[src/rtl/switch_game_engine_if.sv]
// Switch game engine bus: game control/switch inputs and the score, timer and prompt outputs.
// The board-side logic drives through the master modport; the engine uses the slave modport.
interface switch_game_engine_if #(
   parameter int NUM_SW  = 10,
   parameter int TIME_W  = 5,
   parameter int SCORE_W = 12
);
   logic                start;
   logic [NUM_SW-1:0]   sw;
   logic [NUM_SW-1:0]   prompt_led;
   logic [TIME_W-1:0]   time_left;
   logic [SCORE_W-1:0]  score;
   logic [7:0]          rounds;
   logic                playing;
   logic                game_over;

   modport master (
      output start, sw,
      input  prompt_led, time_left, score, rounds, playing, game_over
   );

   modport slave (
      input  start, sw,
      output prompt_led, time_left, score, rounds, playing, game_over
   );
endinterface

[src/rtl/switch_game_engine.sv]
// Round engine for the switch game: countdown timer, LFSR-chosen one-hot prompts,
// judgement of every switch change, and a saturating score whose points-per-round
// double every BONUS_PERIOD rounds.
// Optional feature: define SWITCH_DEBOUNCE_EN to put a per-switch counter filter
// (DEBOUNCE_CYC stable cycles) in front of the switch synchroniser.
module switch_game_engine #(
   parameter int          NUM_SW       = 10,
   parameter int          CLK_HZ       = 50_000_000,
   parameter int          GAME_SECONDS = 20,
   parameter int          SCORE_W      = 12,
   parameter int          BONUS_PERIOD = 5,
   parameter logic [15:0] LFSR_SEED    = 16'hACE1
`ifdef SWITCH_DEBOUNCE_EN
   ,
   parameter int          DEBOUNCE_CYC = 500_000
`endif
) (
   input  logic                  clk,
   input  logic                  reset,
   switch_game_engine_if.slave   bus
);

   localparam int TIME_W = $clog2(GAME_SECONDS + 1);
   localparam int IDX_W  = (NUM_SW > 1) ? $clog2(NUM_SW) : 1;
   localparam int CNT_W  = (CLK_HZ > 1) ? $clog2(CLK_HZ) : 1;

   typedef enum logic [2:0] {IDLE, PICK, WAIT, SCORE, OVER} state_t;

   state_t              state;
   logic [15:0]         lfsr;
   logic [NUM_SW-1:0]   sw_filt;
   logic [NUM_SW-1:0]   sw_q;
   logic [NUM_SW-1:0]   sw_p;
   logic [NUM_SW-1:0]   expected_r;
   logic [NUM_SW-1:0]   prompt_r;
   logic [IDX_W-1:0]    prev_idx;
   logic                prev_valid;
   logic [IDX_W-1:0]    raw_idx;
   logic [IDX_W-1:0]    pick_idx;
   logic [CNT_W-1:0]    tick_cnt;
   logic [TIME_W-1:0]   time_left_r;
   logic [SCORE_W-1:0]  score_r;
   logic [SCORE_W:0]    score_sum;
   logic [7:0]          rounds_r;
   logic                playing_r;
   logic                game_over_r;
   logic [2:0]          shift_amt;
   logic [8:0]          points;
   int                  rounds_div;
   logic                tick;
   logic                timeout;
   logic                change;

`ifdef SWITCH_DEBOUNCE_EN
   localparam int DB_W = $clog2(DEBOUNCE_CYC + 1);

   logic [DB_W-1:0] db_cnt [NUM_SW];

   // Each switch bit only adopts a new level after DEBOUNCE_CYC consecutive cycles at that level.
   always_ff @(posedge clk) begin
      if (reset) begin
         sw_filt <= '0;
         for (int i = 0; i < NUM_SW; i++) db_cnt[i] <= '0;
      end else begin
         for (int i = 0; i < NUM_SW; i++) begin
            if (bus.sw[i] != sw_filt[i]) begin
               if (db_cnt[i] == DB_W'(DEBOUNCE_CYC - 1)) begin
                  sw_filt[i] <= bus.sw[i];
                  db_cnt[i]  <= '0;
               end else begin
                  db_cnt[i] <= db_cnt[i] + 1'b1;
               end
            end else begin
               db_cnt[i] <= '0;
            end
         end
      end
   end
`else
   assign sw_filt = bus.sw;
`endif

   // Free-running Galois LFSR; advancing every cycle turns player timing into prompt entropy.
   always_ff @(posedge clk) begin
      if (reset) lfsr <= LFSR_SEED;
      else       lfsr <= {1'b0, lfsr[15:1]} ^ (lfsr[0] ? 16'hB400 : 16'h0000);
   end

   // One-stage switch sampler plus the previous sample; sw_p holds still through PICK/SCORE so
   // changes made there are still seen as a change once WAIT is entered.
   always_ff @(posedge clk) begin
      if (reset) begin
         sw_q <= '0;
         sw_p <= '0;
      end else begin
         sw_q <= sw_filt;
         if (bus.start || !(state == PICK || state == SCORE)) sw_p <= sw_q;
      end
   end

   // Prompt index: LFSR byte folded onto the switch range, bumped by one if it repeats the last prompt.
   always_comb begin
      raw_idx  = IDX_W'(lfsr[7:0] % 8'(NUM_SW));
      pick_idx = raw_idx;
      if (prev_valid && (raw_idx == prev_idx))
         pick_idx = (raw_idx == IDX_W'(NUM_SW - 1)) ? '0 : raw_idx + 1'b1;
   end

   // Points for this round (2, 4, 8 ... 256) and the saturating score sum.
   always_comb begin
      rounds_div = int'(rounds_r) / BONUS_PERIOD;
      shift_amt  = (rounds_div > 7) ? 3'd7 : 3'(rounds_div);
      points     = 9'd2 << shift_amt;
      score_sum  = {1'b0, score_r} + (SCORE_W + 1)'(points);
   end

   assign change  = (sw_q != sw_p);
   assign tick    = playing_r && (tick_cnt == CNT_W'(CLK_HZ - 1));
   assign timeout = tick && (time_left_r == TIME_W'(1));

   // Game FSM with timer; start beats timeout, and timeout beats any switch judgement on the same edge.
   always_ff @(posedge clk) begin
      if (reset) begin
         state       <= IDLE;
         prompt_r    <= '0;
         expected_r  <= '0;
         prev_idx    <= '0;
         prev_valid  <= 1'b0;
         tick_cnt    <= '0;
         time_left_r <= '0;
         score_r     <= '0;
         rounds_r    <= '0;
         playing_r   <= 1'b0;
         game_over_r <= 1'b0;
      end else if (bus.start) begin
         state       <= PICK;
         prompt_r    <= '0;
         prev_valid  <= 1'b0;
         tick_cnt    <= '0;
         time_left_r <= TIME_W'(GAME_SECONDS);
         score_r     <= '0;
         rounds_r    <= '0;
         playing_r   <= 1'b1;
         game_over_r <= 1'b0;
      end else begin
         if (playing_r) tick_cnt <= tick ? '0 : tick_cnt + 1'b1;
         if (tick)      time_left_r <= time_left_r - 1'b1;
         if (timeout) begin
            state       <= OVER;
            prompt_r    <= '1;
            playing_r   <= 1'b0;
            game_over_r <= 1'b1;
         end else begin
            case (state)
               IDLE: ;
               PICK: begin
                  prompt_r   <= NUM_SW'(1) << pick_idx;
                  expected_r <= sw_q ^ (NUM_SW'(1) << pick_idx);
                  prev_idx   <= pick_idx;
                  prev_valid <= 1'b1;
                  state      <= WAIT;
               end
               WAIT: begin
                  if (change) begin
                     if (sw_q == expected_r) begin
                        state <= SCORE;
                     end else begin
                        state       <= OVER;
                        prompt_r    <= '1;
                        playing_r   <= 1'b0;
                        game_over_r <= 1'b1;
                     end
                  end
               end
               SCORE: begin
                  score_r  <= score_sum[SCORE_W] ? '1 : score_sum[SCORE_W-1:0];
                  rounds_r <= (rounds_r == 8'hFF) ? rounds_r : rounds_r + 1'b1;
                  state    <= PICK;
               end
               OVER: ;
               default: state <= IDLE;
            endcase
         end
      end
   end

   assign bus.prompt_led = prompt_r;
   assign bus.time_left  = time_left_r;
   assign bus.score      = score_r;
   assign bus.rounds     = rounds_r;
   assign bus.playing    = playing_r;
   assign bus.game_over  = game_over_r;

endmodule
[src/flat_wrapper.sv]
// flat-port wrapper written by rule: the top's interface ports become plain ports
module switch_game_engine_flat 
#(
   parameter int          NUM_SW       = 10,
   parameter int          CLK_HZ       = 50_000_000,
   parameter int          GAME_SECONDS = 20,
   parameter int          SCORE_W      = 12,
   parameter int          BONUS_PERIOD = 5,
   parameter logic [15:0] LFSR_SEED    = 16'hACE1

)
  (clk, reset, bus_start, bus_sw, bus_prompt_led, bus_time_left, bus_score, bus_rounds, bus_playing, bus_game_over);
  switch_game_engine_if #(.NUM_SW(NUM_SW), .SCORE_W(SCORE_W)) bus_i ();
  input  logic clk;
  input  logic reset;
  input wire logic [$bits(bus_i.start)-1:0] bus_start;
  input wire logic [$bits(bus_i.sw)-1:0] bus_sw;
  output wire logic [$bits(bus_i.prompt_led)-1:0] bus_prompt_led;
  output wire logic [$bits(bus_i.time_left)-1:0] bus_time_left;
  output wire logic [$bits(bus_i.score)-1:0] bus_score;
  output wire logic [$bits(bus_i.rounds)-1:0] bus_rounds;
  output wire logic [$bits(bus_i.playing)-1:0] bus_playing;
  output wire logic [$bits(bus_i.game_over)-1:0] bus_game_over;
  assign bus_i.start = bus_start;
  assign bus_i.sw = bus_sw;
  assign bus_prompt_led = bus_i.prompt_led;
  assign bus_time_left = bus_i.time_left;
  assign bus_score = bus_i.score;
  assign bus_rounds = bus_i.rounds;
  assign bus_playing = bus_i.playing;
  assign bus_game_over = bus_i.game_over;
  switch_game_engine #(.NUM_SW(NUM_SW), .CLK_HZ(CLK_HZ), .GAME_SECONDS(GAME_SECONDS), .SCORE_W(SCORE_W), .BONUS_PERIOD(BONUS_PERIOD), .LFSR_SEED(LFSR_SEED)) u_core (.clk(clk), .reset(reset), .bus(bus_i));
endmodule
[config.mk]
export PLATFORM = sky130hd
export DESIGN_NAME = switch_game_engine_flat
export DESIGN_NICKNAME = d
export VERILOG_FILES = /design/src/rtl/switch_game_engine_if.sv /design/src/rtl/switch_game_engine.sv /design/src/flat_wrapper.sv
export SDC_FILE = /design/constraint.sdc
export NUM_CORES = 1
export LEC_CHECK = 0
export CAP_MARGIN = 40
export CORE_ASPECT_RATIO = 0.75
export CORE_UTILIZATION = 60
export DETAILED_ROUTE_END_ITERATION = 10
export MAX_ROUTING_LAYER = met4
export PLACE_DENSITY = 0.81
export SETUP_SLACK_MARGIN = 0.15
export SLEW_MARGIN = 20
export SYNTH_ARGS = -nofsm -noshare
export SYNTH_HDL_FRONTEND = slang
export SYNTH_SLANG_ARGS = --single-unit
[constraint.sdc]
create_clock -name clk -period 18.6 [get_ports clk]
set_clock_uncertainty 0.15 [all_clocks]
set_input_delay 3.72 -clock clk [delete_from_list [all_inputs] [get_ports clk]]
set_output_delay 3.72 -clock clk [all_outputs]
set_load 0.01 [all_outputs]
# After elaboration in Yosys (flattened, before gate mapping)

Index checks and enable logic that the tools add are counted.

Add/sub/neg operators: 5
Div/mod/pow operators: 2
$lt $le $gt $ge: 1
Eq/ne operators: 19
Shift operators: 2
Mux-type cells: 26
Bitwise gates (word level): 6
Reductions and logical operators: 26

Operators with widths:

| operator                                                                          | count |
|---|---|
| 9-bit by 4-bit divider with 32-bit output (second input constant)                 | 1 |
| 32-bit by 4-bit greater-than comparator with 1-bit output (second input constant) | 1 |
| 10-bit two-way mux                                                                | 3 |
| 26-bit by 1-bit adder with 26-bit output (second input constant)                  | 1 |
| 26-bit == test (second input constant)                                            | 1 |
| 26-bit two-way mux                                                                | 1 |
| 10-bit case mux with 2 select lines                                               | 1 |
| 16-bit two-way mux                                                                | 1 |
| 15-bit by 16-bit XOR with 16-bit output                                           | 1 |
| 3-bit AND reduction                                                               | 5 |
| 12-bit by 9-bit adder with 13-bit output                                          | 1 |
| 12-bit two-way mux                                                                | 1 |
| 3-bit two-way mux                                                                 | 4 |
| 3-bit case mux with 4 select lines                                                | 1 |
| 10-bit == test                                                                    | 1 |
| 1-bit two-way mux                                                                 | 10 |
| 5-bit two-way mux                                                                 | 2 |
| 10-bit inequality test                                                            | 1 |
| 2-bit AND reduction                                                               | 5 |
| 1-bit by 4-bit left shift with 10-bit output (first input constant)               | 1 |
| 10-bit XOR                                                                        | 1 |
| 3-bit nonzero test                                                                | 3 |
| 2-bit by 3-bit left shift with 9-bit output (first input constant)                | 1 |
| 8-bit by 1-bit adder with 8-bit output (second input constant)                    | 1 |
| other kinds (23)                                                                  | 38 |

Register bits after elaboration: 117
Output and inout bits: 37
Word-level logic and storage cells: 104

# Logic depth before layout (Yosys ltp)

Gate-level depths: netlist of run 1.

Depth in word-level cells: 7
Gate-level depth with buffers: 35

# Worst setup path before layout of run 1

Ideal clock, no wire load.

Path type: register to register
From: reg u_core.rounds_r[6] (netlist: u_core.bus.rounds[6])
To: reg u_core.score_r[1] (netlist: u_core.bus.score[1])
Setup time: 0.142 ns
Data arrival time: 6.758 ns
Required time: 18.308 ns
Setup slack: 11.550 ns
Stages on the path, launching flop included: 32
Buffers on the path: 1
Clock period less this slack: 7.050 ns
Cell sequence: dfxtp_1 -> buf_6 -> inv_1 -> ha_1 -> nor2_4 -> inv_4 -> ha_1 -> nand2b_1 -> o21ai_0 -> o21ai_1 -> o21ai_1 -> nor4_4 -> o31a_2 -> nor3b_4 -> xnor2_1 -> ha_1 -> nor2_1 -> o211ai_1 -> a2111oi_2 -> o211ai_1 -> nor3_1 -> ha_1 -> a21o_1 -> a21oi_1 -> o21bai_1 -> a21oi_1 -> o21bai_1 -> a21oi_1 -> o21bai_1 -> and4_1 -> nor3_1 -> a21oi_1

Word-level cells in the longest chain between the ends: 6

Ends and longest elaborated chain:

| item                                                      | RTL line                  | source |
|---|---|---|
| start: declaration                                        | switch_game_engine.sv:44  | `logic [7:0] rounds_r;` |
| start signal: assignment                                  | switch_game_engine.sv:177 | `rounds_r <= (rounds_r == 8'hFF) ? rounds_r : rounds_r + 1'b1;` |
| 9-bit by 4-bit divider with 32-bit output (*)             | switch_game_engine.sv:111 | `rounds_div = int'(rounds_r) / BONUS_PERIOD;` |
| 32-bit by 4-bit greater-than comparator with 1-bit output | switch_game_engine.sv:112 | `shift_amt = (rounds_div > 7) ? 3'd7 : 3'(rounds_div);` |
| 3-bit two-way mux (*)                                     | switch_game_engine.sv:112 |  |
| 2-bit by 3-bit left shift with 9-bit output (*)           | switch_game_engine.sv:113 | `points = 9'd2 << shift_amt;` |
| 12-bit by 9-bit adder with 13-bit output (*)              | switch_game_engine.sv:114 | `score_sum = {1'b0, score_r} + (SCORE_W + 1)'(points);` |
| 12-bit two-way mux (*)                                    | switch_game_engine.sv:176 | `score_r <= score_sum[SCORE_W] ? '1 : score_sum[SCORE_W-1:0];` |
| end signal: assignment                                    | switch_game_engine.sv:176 |  |
| end: declaration                                          | switch_game_engine.sv:42  | `logic [SCORE_W-1:0] score_r;` |

Mark *: on every way between the ends. The rest lies on a longest branch, timed or not.
A chain may end at the register's enable or synchronous reset.

# Worst setup path in the final report of run 1

From: reg u_core.rounds_r[6] (netlist: u_core.bus.rounds[6])
To: reg u_core.score_r[2] (netlist: u_core.bus.score[2])

The elaborated chain is that of the path after synthesis.

==> results of run 1 <==
critical path, delay by kind of cell (launching register included):
family,cells,cell delay [ps]
compound gates,15,3440
flops,1,640
simple gates,8,1910
fa+ha+maj,4,1180
buf+inv,3,480
xor+xnor,1,190
power by group:
| part | switching [W] | total, W | internal [W] |
|---|---|---|---|
| registers | 0.0000102 | 0.000269 | 0.000259 |
| logic | 0.0000388 | 0.0000670 | 0.0000281 |
| clock network | 0.000127 | 0.000300 | 0.000172 |
| total | 0.000176 | 0.000635 | 0.000459 |
kinds of logic (layout without fill, tap and decap cells):
kind of cell | Yosys count | count (layout)
AND/OR/NAND/NOR | 337 | 337
AO/OA/AOI/OAI | 172 | 172
flip-flops | 117 | 117
buffers and inverters | 70 | 118
XOR/XNOR | 88 | 88
multiplexers | 19 | 19
adder cells (fa/ha/maj) | 21 | 21
path summary, 6_finish.rpt:
kind | end | startpoint | depth (start not counted)
min reg2reg | u_core.lfsr[7]$_SDFF_PP1_ | u_core.lfsr[8]$_SDFF_PP0_ | 1
max reg2reg | u_core.bus.score[2]$_SDFFE_PP0P_ | u_core.bus.rounds[6]$_SDFFE_PP0P_ | 31
max | u_core.bus.score[2]$_SDFFE_PP0P_ | u_core.bus.rounds[6]$_SDFFE_PP0P_ | 31
min | u_core.lfsr[7]$_SDFF_PP1_ | u_core.lfsr[8]$_SDFF_PP0_ | 1
cell type report:
| class | instances | area [µm²] | area share, % |
|---|---|---|---|
| clock inverters | 15 | 119 | 1.49 |
| clock buffers | 17 | 425 | 5.33 |
| inverters | 30 | 115 | 1.44 |
| multi-input cells | 637 | 4280 | 53.6 |
| flip-flops and latches | 117 | 2340 | 29.3 |
| well taps | 140 | 175 | 2.19 |
| repair buffers | 56 | 531 | 6.64 |
registers in the layout, indices dropped and copies added (netlist names):
| signal | flops |
|---|---|
| u_core.prev_idx | 4 |
| u_core.bus.time_left | 5 |
| u_core.bus.playing | 1 |
| u_core.bus.score | 12 |
| u_core.lfsr | 16 |
| u_core.expected_r | 10 |
| u_core.tick_cnt | 26 |
| u_core.state | 3 |
| u_core.sw_q | 10 |
| u_core.bus.rounds | 8 |
| u_core.bus.game_over | 1 |
| u_core.sw_p | 10 |
| u_core.prev_valid | 1 |
| u_core.bus.prompt_led | 10 |
through the flow:
stage	total power (W)	utilization, %	cells	hold slack (ps)	setup slack, ps
detailed placement	0.000338	67.2	979	257	10260
global placement	0.000335	67.0	975	252	10610
global route	0.000657	72.2	1012	275	9830
CTS	0.000636	72.1	1011	273	10220
finish	0.000635	72.2	1012	267	10490
floorplan	0.000320	-	824	239	11550
Yosys cell counts (all sizes together) (13+ instances only):
library cell / number
dfxtp: 117
nor2: 106
nand2: 52
xor2: 47
a21oi: 43
xnor2: 41
o21ai: 34
inv: 29
clkbuf: 28
nand3: 27
nor2b: 25
nor3: 24
ha: 20
nand2b: 16
a211oi: 15
mux2i: 13
metal layers:
metal  share of wire [%]  global-route usage (%)  vias up  routed length (µm)
met4                 1.4                    9.94        0                 245
met2                  44                    47.3      226                7790
li1                    -                       -     2999                   -
met1                  47                    41.4     2972                8350
met5                   0                       -        -                   0
met3                 7.2                    7.20       28                1270
==> flow_summary_export.csv, run 1 <==
group,metric,value,unit
run_status,status,"finished, final reports clean",
final_layout,layout_common_cells,"117 x dfxtp_1, 103 x nor2_1, 52 x nand2_1",
critical_path,crit_required,18750,ps
critical_path,cp_slowest_cell,"dfxtp_1",
final_layout,areaGrowthSynthToFinish,15.6,%
timing,min_period_over_period,43.6,%
detailed_routing,drc,0,
global_route,antenna_found_initial,0,
cts,htree_levels,4,
cts,cts-buffers-inserted,17,
timing,worst_pin_slew,1000,ps
timing,maxSlewHeadroom,33.2,%
critical_path,critPathKind,"reg2reg",
logic_synthesis,synthSimpleGateAreaFrac,26.2,%
logic_synthesis,ys.flop_type,"dfxtp_1",
critical_path,worst_path_largest_cell_delay,640,ps
cts,cts_tree,"built",
detailed_routing,routed_via_density,6.15,
critical_path,arrival,8260,ps
critical_path,crit_fanout,12,
floorplan,die_h,95.0,µm
cts,cts_resized,0,
logic_synthesis,synth_nets,858,
floorplan,rows,33,
cts,cts_hold_buffers,0,
detailed_routing,dr_total_vias,6225,
final_layout,drive_above_1_share,10.3,%
flow_run,cap_violations,0,
logic_synthesis,synth_fa_ha_area_share,3.91,%
logic_synthesis,synth_area_leader_cell,"dfxtp_1",
timing,rsz0062_at_grt,"false",
power,leakagePower,3.00,nW
timing,finalCriticalPeriod,8110,ps
logic_synthesis,ys_types,83,
logic_synthesis,async_reset_ff_share,0,%
placed_design,placed_area,7440,µm²
floorplan,start_util,62.5,%
cts,postCtsSetupRepairBufs,0,
final_layout,layout_commonest_cell,"dfxtp_1",
logic_synthesis,avgSynthCellArea,8.39,µm²
timing,hold_viol,0,
logic_synthesis,ys_warn_count,0,
cts,clkSlewWorstSetupHoldPaths,50,ps
min_path,min_path_type,"reg2reg",
global_route,grt_max_degree,56,
floorplan,die_x,126,µm
power,power_density,79.6,nW/µm²
detailed_routing,routed_wl,17.7,mm
cts,cts_sinks,117,
timing,finalSetupTns,0,ps
final_layout,fillers,816,
final_layout,final_nets,893,
cts,cts_max_path_buffers,2,
logic_synthesis,synth_compound_area_share,17.7,%
global_route,grt_usage,31.3,%
global_route,grt_pass1_wl,28.5,mm
logic_synthesis,synth_top_area_share,33.9,%
logic_synthesis,synth_top_family_by_area,"simple AND/OR/NAND/NOR gates",
detailed_routing,wl_per_cell,17.4,µm
logic_synthesis,synth_cells,824,
detailed_routing,drtPass1Iterations,5,
critical_path,start_kind,"flip-flop",
logic_synthesis,ys_ff_latch,117,
critical_path,regToRegSetupSlack,10490,ps
logic_synthesis,netlist_area,6910,µm²
logic_synthesis,synth-edff-count,0,
placed_design,io_buffers,49,
timing,fmax,123,MHz
cts,clock_latency,420,ps
timing,setup_viol,0,
global_route,grt-ovfl-total,0,
critical_path,endpoint_kind,"flip-flop",
placed_design,dp_hpwl,12.2,mm
final_layout,antenna_cells,0,
power,vdd_drop_max,81.6,µV
placed_design,gp_congestion,0.923,
floorplan,coreArea,11100,µm²
floorplan,io_pins,50,
global_route,first_global_vias,5696,
logic_synthesis,seq_area_frac_synth,33.9,%
cts,root_buffer,"clkbuf_16",
logic_synthesis,muxShareOfSynthArea,2.86,%
timing,drv_slew,0,
detailed_routing,ant_nets,0,
final_layout,stdcell_area,7990,µm²
detailed_routing,drt_iter0_drc,441,
logic_synthesis,netlist_top_cells_area,"dfxtp_1 34%, xor2_1 6.0%, nor2_1 5.6%",
floorplan,fp.dieArea,12000,µm²
logic_synthesis,synth_xor_area_share,11.2,%
(Power assumes the default switching activity.)
==> run 2: changes to the inputs <==
--- a/config.mk
+++ b/config.mk
@@ -7,10 +7,10 @@
 export LEC_CHECK = 0
 export CAP_MARGIN = 40
 export CORE_ASPECT_RATIO = 0.75
-export CORE_UTILIZATION = 60
+export CORE_UTILIZATION = 54
 export DETAILED_ROUTE_END_ITERATION = 10
 export MAX_ROUTING_LAYER = met4
-export PLACE_DENSITY = 0.81
+export PLACE_DENSITY = 0.77
 export SETUP_SLACK_MARGIN = 0.15
 export SLEW_MARGIN = 20
 export SYNTH_ARGS = -nofsm -noshare
==> constraint.sdc (replaced) <==
create_clock -name clk -period 7 [get_ports clk]
set_clock_uncertainty 0.15 [all_clocks]
set_input_delay 1.4 -clock clk [delete_from_list [all_inputs] [get_ports clk]]
set_output_delay 1.4 -clock clk [all_outputs]
set_load 0.01 [all_outputs]
==> run 2 against run 1 <==
Die area up 11%. Design area up 5.2%. Non-clock buffer count up 14.
==> flow_summary_export.csv, run 2 (same netlist as run 1, synthesis figures left out) <==
group,metric,value,unit
global_route,grt-ovfl-total,0,
detailed_routing,wl_met1,8.25,mm
global_route,grt_max_degree,46,
timing,drv_slew,0,
timing,hold_viol,0,
final_layout,top_register,"u_core.tick_cnt",
global_route,grt_usage,27.4,%
power,vdd_drop_max,212,µV
critical_path,endpoint_kind,"flip-flop",
timing,maxSlewHeadroom,35.0,%
placed_design,dp_hpwl,11.9,mm
detailed_routing,ant_nets,0,
global_route,grt_pass1_wl,28.1,mm
power,netSwitchingFraction,25.0,%
power,pwr-share-seq,40.1,%
final_layout,antenna_cells,0,
timing,setup_viol,0,
timing,fmax,155,MHz
cts,cts_tree,"built",
cts,cts_max_path_buffers,2,
critical_path,cp.buffers_inverters,3,
detailed_routing,dr_total_vias,6250,
placed_design,io_buffers,49,
min_path,min_path_type,"reg2reg",
final_layout,layout_commonest_cell,"dfxtp_1",
timing,rsz0062_at_grt,"false",
cts,cts-buffers-inserted,17,
detailed_routing,routed-wl-met3,880,µm
detailed_routing,routed_wl,17.3,mm
detailed_routing,dr.max_layer_used,"met4",
critical_path,crit_required,7140,ps
placed_design,gp_congestion,0.943,
global_route,antenna_found_initial,0,
floorplan,die_h,100,µm
power,internal_power,0.00134,W
critical_path,cp_slowest_cell,"or4_4",
floorplan,start_util,55.8,%
critical_path,critPathKind,"reg2reg",
cts,clkSlewWorstSetupHoldPaths,60,ps
power,power_density,212,nW/µm²
detailed_routing,drt_iter0_drc,395,
timing,worst_pin_slew,975,ps
detailed_routing,dr_wl_met2,7.98,mm
power,leakagePower,3.14,nW
min_path,holdPathStages,1,
power,pwr-share-comb,9.8,%
critical_path,reg2reg_depth,32,
final_layout,final_util,67.8,%
critical_path,crit_family,"compound AO/OA/AOI/OAI gates",
floorplan,die_x,133,µm
critical_path,crit_top_cell,"a21oi_2",
final_layout,final_nets,907,
final_layout,largest_reg_flops,26,
critical_path,crit_fanout,8,
cts,cts_sinks,117,
floorplan,io_pins,50,
cts,clock_latency,410,ps
final_layout,drive_above_1_share,14.6,%
floorplan,coreArea,12400,µm²
timing,worst_hold_slack,272,ps
detailed_routing,drtPass1Iterations,5,
final_layout,areaGrowthSynthToFinish,21.6,%
critical_path,cp.depth,32,
power,clock_power_share,50.1,%
detailed_routing,routed_via_density,5.94,
critical_path,arrival,6610,ps
timing,finalCriticalPeriod,6470,ps
floorplan,fp.dieArea,13300,µm²
run_status,status,"finished, final reports clean",
floorplan,rows,35,
critical_path,start_kind,"flip-flop",
flow_run,cap_violations,0,
timing,finalSetupTns,0,ps
detailed_routing,drc,0,
global_route,first_global_vias,5708,
power,power_switching,0.000447,W
critical_path,worst_path_largest_cell_delay,560,ps
detailed_routing,wl_per_cell,16.4,µm
final_layout,layout_common_cells,"117 x dfxtp_1, 102 x nor2_1, 51 x nand2_1",
cts,htree_levels,4,
cts,root_buffer,"clkbuf_16",
timing,min_period_over_period,92.4,%
## run 2: path summary, 6_finish.rpt
kind | slack [ps] | endpoint | startpoint
worst max-delay path | 530 | u_core.bus.score[2]$_SDFFE_PP0P_ | u_core.bus.rounds[6]$_SDFFE_PP0P_
worst max register to register | 530 | u_core.bus.score[2]$_SDFFE_PP0P_ | u_core.bus.rounds[6]$_SDFFE_PP0P_
worst min-delay path | 270 | u_core.lfsr[7]$_SDFF_PP1_ | u_core.lfsr[8]$_SDFF_PP0_
worst min register to register | 270 | u_core.lfsr[7]$_SDFF_PP1_ | u_core.lfsr[8]$_SDFF_PP0_
## run 2: per-layer routing
metal,global-route usage [%],vias to the layer above
met3,6.26,19
met4,7.07,0
met1,36.6,2995
met2,41.8,207
met5,-,-
li1,-,3029
## run 2: power groups by stage
stage	logic [W]	clock network, W	registers [W]
after CTS	0.000174	0.000906	0.000714
after global routing	0.000193	0.000939	0.000718
after detailed placement	0.000170	0	0.000728
after global placement	0.000162	0	0.000726
after floorplan	0.000135	0	0.000717
final	0.000175	0.000894	0.000715
## run 2: final cells by class
| cell class | count | area [µm²] |
|---|---|---|
| repair buffers | 70 | 676 |
| clock inverters | 13 | 168 |
| clock buffers | 19 | 443 |
| well taps | 166 | 208 |
| flip-flops and latches | 117 | 2340 |
| inverters | 30 | 115 |
| fillers | 983 | 3990 |
| multi-input cells | 637 | 4450 |
## run 2: stage by stage
step	total power (W)	worst slack, ps	instance area, µm²	std cells
floorplan	0.000851	227	6920	824
CTS	0.00179	154	8230	1049
detailed placement	0.000898	-126	7580	1015
finish	0.00178	533	8400	1052
global placement	0.000888	190	7520	1010
global route	0.00185	75.6	8400	1052
## run 2: worst reg2reg max path, delay by kind of cell (launching register included)
family          cells  cell delay, ps
compound gates     16            2840
xor+xnor            1             170
fa+ha+maj           4             960
buf+inv             3             300
flops               1             330
simple gates        8            1590
## run 2: what timing repair did
action | in CTS | in global routing
setup buffers | 2 | 3
resized for setup | 4 | 29
hold buffers | 0 | 0
endpoints found under the setup margin | 8 | 12
cloned | 0 | 0
pin swaps | 3 | 10
==> run 3: changes to the inputs <==
--- a/config.mk
+++ b/config.mk
@@ -8,6 +8,7 @@
 export CAP_MARGIN = 40
 export CORE_ASPECT_RATIO = 0.75
 export CORE_UTILIZATION = 54
+export CTS_CLUSTER_DIAMETER = 60
 export DETAILED_ROUTE_END_ITERATION = 10
 export MAX_ROUTING_LAYER = met4
 export PLACE_DENSITY = 0.77
==> results of run 3 <==
Same layout as run 2: the final DEF is identical, and so are final timing and power.
